### src/rtl/apb_pkg.sv
// Shared types for the APB request arbiter: FSM state encoding and protection field.
package apb_pkg;

    localparam int unsigned PROT_W = 3;

    typedef logic [PROT_W-1:0] prot_t;

    typedef enum logic [1:0] {
        IDLE   = 2'd0,
        SETUP  = 2'd1,
        ACCESS = 2'd2
    } apb_state_t;

endpackage

### src/rtl/rr_arbiter.sv
// Combinational round-robin picker: search starts one past last_grant and wraps.
module rr_arbiter #(
    parameter int unsigned NREQ = 4,
    parameter int unsigned IDXW = $clog2(NREQ)
) (
    input  logic [NREQ-1:0] req,
    input  logic [IDXW-1:0] last_grant,
    output logic [NREQ-1:0] grant,
    output logic [IDXW-1:0] grant_idx
);

    logic            found;
    logic [IDXW-1:0] idx;

    always_comb begin
        grant     = '0;
        grant_idx = '0;
        found     = 1'b0;
        idx       = '0;
        // last_grant itself is visited last (k == NREQ)
        for (int unsigned k = 1; k <= NREQ; k++) begin
            idx = IDXW'((32'(last_grant) + k) % NREQ);
            if (!found && req[idx]) begin
                found      = 1'b1;
                grant[idx] = 1'b1;
                grant_idx  = idx;
            end
        end
    end

endmodule

### src/rtl/apb_req_arbiter.sv
// Shares one APB master port among NREQ requesters: round-robin accept, SETUP/ACCESS
// sequencing, one-cycle response pulse to the owner, and a watchdog on stalled ACCESS.
module apb_req_arbiter
    import apb_pkg::*;
#(
    parameter int unsigned NREQ      = 4,
    parameter int unsigned addrWidth = 32,
    parameter int unsigned dataWidth = 32,
    parameter int unsigned TIMEOUT   = 16
) (
    input  logic                            clk,
    input  logic                            rst,
    input  logic [NREQ-1:0]                 req_valid,
    output logic [NREQ-1:0]                 req_ready,
    input  logic [NREQ-1:0]                 req_write,
    input  logic [NREQ*addrWidth-1:0]       req_addr,
    input  logic [NREQ*dataWidth-1:0]       req_wdata,
    input  logic [NREQ*(dataWidth/8)-1:0]   req_strb,
    input  logic [NREQ*PROT_W-1:0]          req_prot,
    output logic [NREQ-1:0]                 rsp_valid,
    output logic [dataWidth-1:0]            rsp_rdata,
    output logic                            rsp_slverr,
    output logic                            pselx,
    output logic                            penable,
    output logic                            pwrite,
    output logic [addrWidth-1:0]            paddr,
    output logic [dataWidth-1:0]            pwdata,
    output logic [dataWidth/8-1:0]          pstrb,
    output logic [PROT_W-1:0]               pprot,
    input  logic                            pready,
    input  logic                            pslverr,
    input  logic [dataWidth-1:0]            prdata
);

    localparam int unsigned IDXW  = $clog2(NREQ);
    localparam int unsigned STRBW = dataWidth / 8;
    localparam int unsigned WDW   = $clog2(TIMEOUT);

    apb_state_t         state, state_n;
    logic [IDXW-1:0]    last_grant, last_grant_n;
    logic [WDW-1:0]     wdog, wdog_n;
    logic [NREQ-1:0]    grant;
    logic [IDXW-1:0]    grant_idx;

    logic                 pselx_n, penable_n, pwrite_n, rsp_slverr_n;
    logic [addrWidth-1:0] paddr_n;
    logic [dataWidth-1:0] pwdata_n, rsp_rdata_n;
    logic [STRBW-1:0]     pstrb_n;
    logic [PROT_W-1:0]    pprot_n;
    logic [NREQ-1:0]      rsp_valid_n;

    logic [addrWidth-1:0] addr_a  [NREQ];
    logic [dataWidth-1:0] wdata_a [NREQ];
    logic [STRBW-1:0]     strb_a  [NREQ];
    logic [PROT_W-1:0]    prot_a  [NREQ];

    for (genvar i = 0; i < NREQ; i++) begin : g_unpack
        assign addr_a[i]  = req_addr[i*addrWidth +: addrWidth];
        assign wdata_a[i] = req_wdata[i*dataWidth +: dataWidth];
        assign strb_a[i]  = req_strb[i*STRBW +: STRBW];
        assign prot_a[i]  = req_prot[i*PROT_W +: PROT_W];
    end

    rr_arbiter #(
        .NREQ (NREQ),
        .IDXW (IDXW)
    ) u_rr (
        .req        (req_valid),
        .last_grant (last_grant),
        .grant      (grant),
        .grant_idx  (grant_idx)
    );

    // Next-state, APB phase and response logic
    always_comb begin
        state_n      = state;
        last_grant_n = last_grant;
        wdog_n       = wdog;
        pselx_n      = pselx;
        penable_n    = penable;
        pwrite_n     = pwrite;
        paddr_n      = paddr;
        pwdata_n     = pwdata;
        pstrb_n      = pstrb;
        pprot_n      = pprot;
        rsp_valid_n  = '0;
        rsp_rdata_n  = rsp_rdata;
        rsp_slverr_n = rsp_slverr;
        req_ready    = '0;

        unique case (state)
            IDLE: begin
                if (|req_valid && !rst) begin
                    req_ready    = grant;
                    last_grant_n = grant_idx;
                    pwrite_n     = req_write[grant_idx];
                    paddr_n      = addr_a[grant_idx];
                    pwdata_n     = wdata_a[grant_idx];
                    pstrb_n      = req_write[grant_idx] ? strb_a[grant_idx] : '0;
                    pprot_n      = prot_a[grant_idx];
                    pselx_n      = 1'b1;
                    penable_n    = 1'b0;
                    state_n      = SETUP;
                end
            end
            SETUP: begin
                penable_n = 1'b1;
                wdog_n    = '0;
                state_n   = ACCESS;
            end
            ACCESS: begin
                // pready on the final watchdog cycle still wins over the abort
                if (pready) begin
                    rsp_valid_n  = NREQ'(1) << last_grant;
                    rsp_rdata_n  = pwrite ? '0 : prdata;
                    rsp_slverr_n = pslverr;
                    pselx_n      = 1'b0;
                    penable_n    = 1'b0;
                    state_n      = IDLE;
                end else if (wdog == WDW'(TIMEOUT - 1)) begin
                    rsp_valid_n  = NREQ'(1) << last_grant;
                    rsp_rdata_n  = '0;
                    rsp_slverr_n = 1'b1;
                    pselx_n      = 1'b0;
                    penable_n    = 1'b0;
                    state_n      = IDLE;
                end else begin
                    wdog_n = wdog + WDW'(1);
                end
            end
            default: state_n = IDLE;
        endcase
    end

    always_ff @(posedge clk or posedge rst) begin
        if (rst) begin
            state      <= IDLE;
            last_grant <= IDXW'(NREQ - 1);
            wdog       <= '0;
            pselx      <= 1'b0;
            penable    <= 1'b0;
            pwrite     <= 1'b0;
            paddr      <= '0;
            pwdata     <= '0;
            pstrb      <= '0;
            pprot      <= '0;
            rsp_valid  <= '0;
            rsp_rdata  <= '0;
            rsp_slverr <= 1'b0;
        end else begin
            state      <= state_n;
            last_grant <= last_grant_n;
            wdog       <= wdog_n;
            pselx      <= pselx_n;
            penable    <= penable_n;
            pwrite     <= pwrite_n;
            paddr      <= paddr_n;
            pwdata     <= pwdata_n;
            pstrb      <= pstrb_n;
            pprot      <= pprot_n;
            rsp_valid  <= rsp_valid_n;
            rsp_rdata  <= rsp_rdata_n;
            rsp_slverr <= rsp_slverr_n;
        end
    end

endmodule

### config.mk
export PLATFORM = sky130hd
export DESIGN_NAME = apb_req_arbiter
export DESIGN_NICKNAME = d
export VERILOG_FILES = /design/src/rtl/apb_pkg.sv /design/src/rtl/rr_arbiter.sv /design/src/rtl/apb_req_arbiter.sv
export SDC_FILE = /design/constraint.sdc
export NUM_CORES = 1
export LEC_CHECK = 0
export ABC_AREA = 1
export CAP_MARGIN = 20
export CORE_AREA = 2 2 170 172
export DETAILED_ROUTE_END_ITERATION = 10
export DIE_AREA = 0 0 172 174
export HOLD_SLACK_MARGIN = 0.05
export PLACE_DENSITY = 0.67
export SLEW_MARGIN = 15
export SYNTH_ARGS = -nofsm -noshare
export SYNTH_HDL_FRONTEND = slang
export SYNTH_HIERARCHICAL = 1
export SYNTH_SLANG_ARGS = --single-unit
### constraint.sdc
create_clock -name clk -period 3.75 [get_ports clk]
set_input_delay 0.375 -clock clk [delete_from_list [all_inputs] [get_ports clk]]
set_output_delay 0.375 -clock clk [all_outputs]
set_load 0.01 [all_outputs]
==> impl_results.md, run 1 <==
- Synth unique cells: 32
- Run status: finished, final reports clean
- Dpl cells: 1,914
- Post-Syn Area: 7650 um2
- Ys Warns: 6
- Post-Syn Instances: approximately 1,100
- GP Congestion: a little under 0.9
- Setup Viol. Count Final: 0
- Grt ovf: 0
- Leak pwr: roughly 6 nW
- Clock Skew: 0.0168 ns
- Relative slew slack: a little under a third
- Mean Syn Cell Area: around 6.7 um2
- Post-synth net total: 1,489
- Initial core utilization: roughly 27%
- Number of max-cap violations: 0
- CTS tree: yes
- CTS buffer count: 17
- Post-synthesis sequential area ratio: between 30% and 40%
- First-pass GRT wire length: ~48,000 um
- Final Max Tran Viols: 0
- Crit path required time: between 3 and 4 ns
- Clock Sinks: between 100 and 150
- Pre-CTS setup slack: ~0.6 ns
- Top cells by area, synth: dfrtp_1, nand2_1, nor2_1, o21ai_1, o21ai_0
- Share of layout cells above drive strength 1: under 10%
- DR vias: around 9,000
- Core region area: approximately 28,000 um2
- Vias in the first global route: 8,668
- Die H: about 170 um
- Drt pass-1 iters: 4
- VDD IR max: roughly 0.99 mV
- RSZ-0062 raised after global routing: false
- Minimum clock period: ~3.4 ns
- IO Count: approximately 440
- Fmax: about 0.30 GHz
- # rows: 62
- Post-CTS setup buffers: 0
- Setup WS post-layout: about 0.38 ns
- Slew @ Worst Pin: slightly above 1 ns
- CP startpoint kind: flop
- Total power per unit cell area: ~970 nW/um2
- Post-Route WL: 31,400 um
- Yosys top cell area share: between 30% and 40%
- Crit Path Category: flop to output pin
- Clk buf depth: 2
- Post-route DRC violation count: 0
- Total track usage: 20.4%
- Initial antenna violation count: 2
- Die Area: between 20,000 and 30,000 um2
- Final period util: 90.0%
- Pin count of the biggest net entering global routing: 86
- FF-to-FF setup slack: 0.59 ns
- Average wire per standard cell: 16.1 um
- H-tree levels: 4
- Vias per inst: about 4.6
- Final #Nets: approximately 1,900
- Synthesis-to-finish area growth: 69.0%
- CP Max Fanout: 12
- Routed Antenna Nets: 0
- Worst hold-check path type: flop to flop
- Setup_tns: 0 ns
- Clk root buf: clkbuf_16
- PnR Total Power: between 10 and 15 mW
- CTS resizes: 0
- Clock Latency Late Sink: 0.42 ns
- Worst EP arrival: around 3.0 ns
- Clock-pin slew on the worst setup and hold paths: 0.07 ns
- Post-cts hold buffer count: 0
- Yosys top cell by area: dfrtp_1
- Drt first-iter violations: approximately 480
- Final hold vios: 0
- CP endpoint kind: output pin
- IO buf count: 442
- Synthesized flop and latch total: 119
- Post-detail-place hpwl: ~23,000 um
- Fin cells: slightly below 2,000
- Die width: approximately 170 um
routing by layer:
metal  GRT usage [%]  wire length (um)
met3            4.42              1890
met1            25.2             13200
met4            5.57               492
met2            35.6             15800
met5               0                 0
placed cells by master, fill, tap and decap left out, drive strengths merged:
cell	instances
buf	15
clkinv	4
clkbuf	17
clkdlybuf4s50	442
ha	12
nand3	66
bufinv	4
o211ai	1
or2	4
nor2	194
dfrtp	117
nand2	385
dfstp	2
o21ai	207
diode	3
a31oi	1
nor3	2
o22a	1
xnor2	1
a21boi	4
inv	76
a21oi	7
clkinvlp	2
registers in the layout, indices dropped and copies added (netlist names):
name	count
pwdata	32
pwrite	1
penable	1
pprot	3
paddr	32
rsp_slverr	1
rsp_rdata	32
state	2
rsp_valid	4
wdog	4
pselx	1
pstrb	4
last_grant	2
Yosys cell counts:
cell type  number
nor3_1          2
nor2_4          3
nand2_1       375
buf_8           1
or2_1           4
buf_1           4
a21boi_0        4
buf_4           3
dfrtp_1       117
clkbuf_2        1
a21oi_2         2
o21ai_1       138
ha_1           12
a31oi_1         1
inv_4           1
clkinv_4        1
a21oi_1         5
clkbuf_1       12
inv_2           6
nand3_2         4
o22a_1          1
o211ai_1        1
o21ai_0        69
buf_2          35
nor2_1        191
buf_6          18
nand2_4         4
nand3_1        62
nand2_2         6
inv_1          63
xnor2_1         1
dfstp_2         2
report_power, final:
part | switching (mW) | internal, mW | leakage [nW]
combinational | 5.09 | 3.35 | 4.13
sequential | 0.353 | 1.88 | 1.50
clock | 0.679 | 1.13 | 0.310
total | 6.12 | 6.36 | 5.94
final cells by class:
class / count / area [um2]
flip-flops and latches: 119 / 2980
inverters: 71 / 279
well taps: 384 / 480
fillers: 2872 / 15300
repair buffers: 457 / 4600
clock inverters: 15 / 211
clock buffers: 17 / 425
diodes: 3 / 7.51
multi-input cells: 885 / 3940
cells by family after synthesis:
kind of cell / after synthesis / synth area share, %
flip-flops: 119 / 39.0
AO/OA/AOI/OAI: 221 / 14.8
adder cells (fa/ha/maj): 12 / 1.96
AND/OR/NAND/NOR: 651 / 34.3
XOR/XNOR: 1 / 0.114
buffers and inverters: 145 / 9.86
critical path, cell delays in order (launching register included):
cell             delay [ns]
dfstp_2                0.67
inv_1                  0.19
ha_1                   0.37
inv_1                  0.12
nand2_1                0.10
nand2_2                0.06
nor2_4                 0.15
nand3_1                0.10
nand3_1                0.10
inv_1                  0.04
nor2_1                 0.10
clkdlybuf4s50_1        0.57
worst paths after layout:
kind                               start             to  depth (start not counted)
min reg2reg                rsp_rdata[11]  rsp_rdata[11]                          2
min                        rsp_rdata[11]  rsp_rdata[11]                          2
max                        last_grant[1]   req_ready[0]                         11
max reg2reg                last_grant[1]       pstrb[3]                         15
max in group asynchronous            rst  last_grant[0]                          5
min in group asynchronous            rst  rsp_rdata[31]                          3
metrics by stage:
| stage | hold WS, ns | cell area (um2) | util [%] |
|---|---|---|---|
| after global placement | 0.453 | 12200 | 43.3 |
| after detailed placement | 0.457 | 12200 | 43.3 |
| after global routing | 0.489 | 12900 | 45.8 |
| after CTS | 0.472 | 12900 | 45.6 |
| after floorplan | 0.467 | 7650 | - |
| final | 0.469 | 12900 | 45.8 |
(Power assumes the default switching activity.)
==> inputs of run 2 (changes only) <==
Settings changed: SKIP_CTS_REPAIR_TIMING from default to 1.
==> results of run 2 <==
No change in the layout: final DEF, timing and power equal those of run 1.
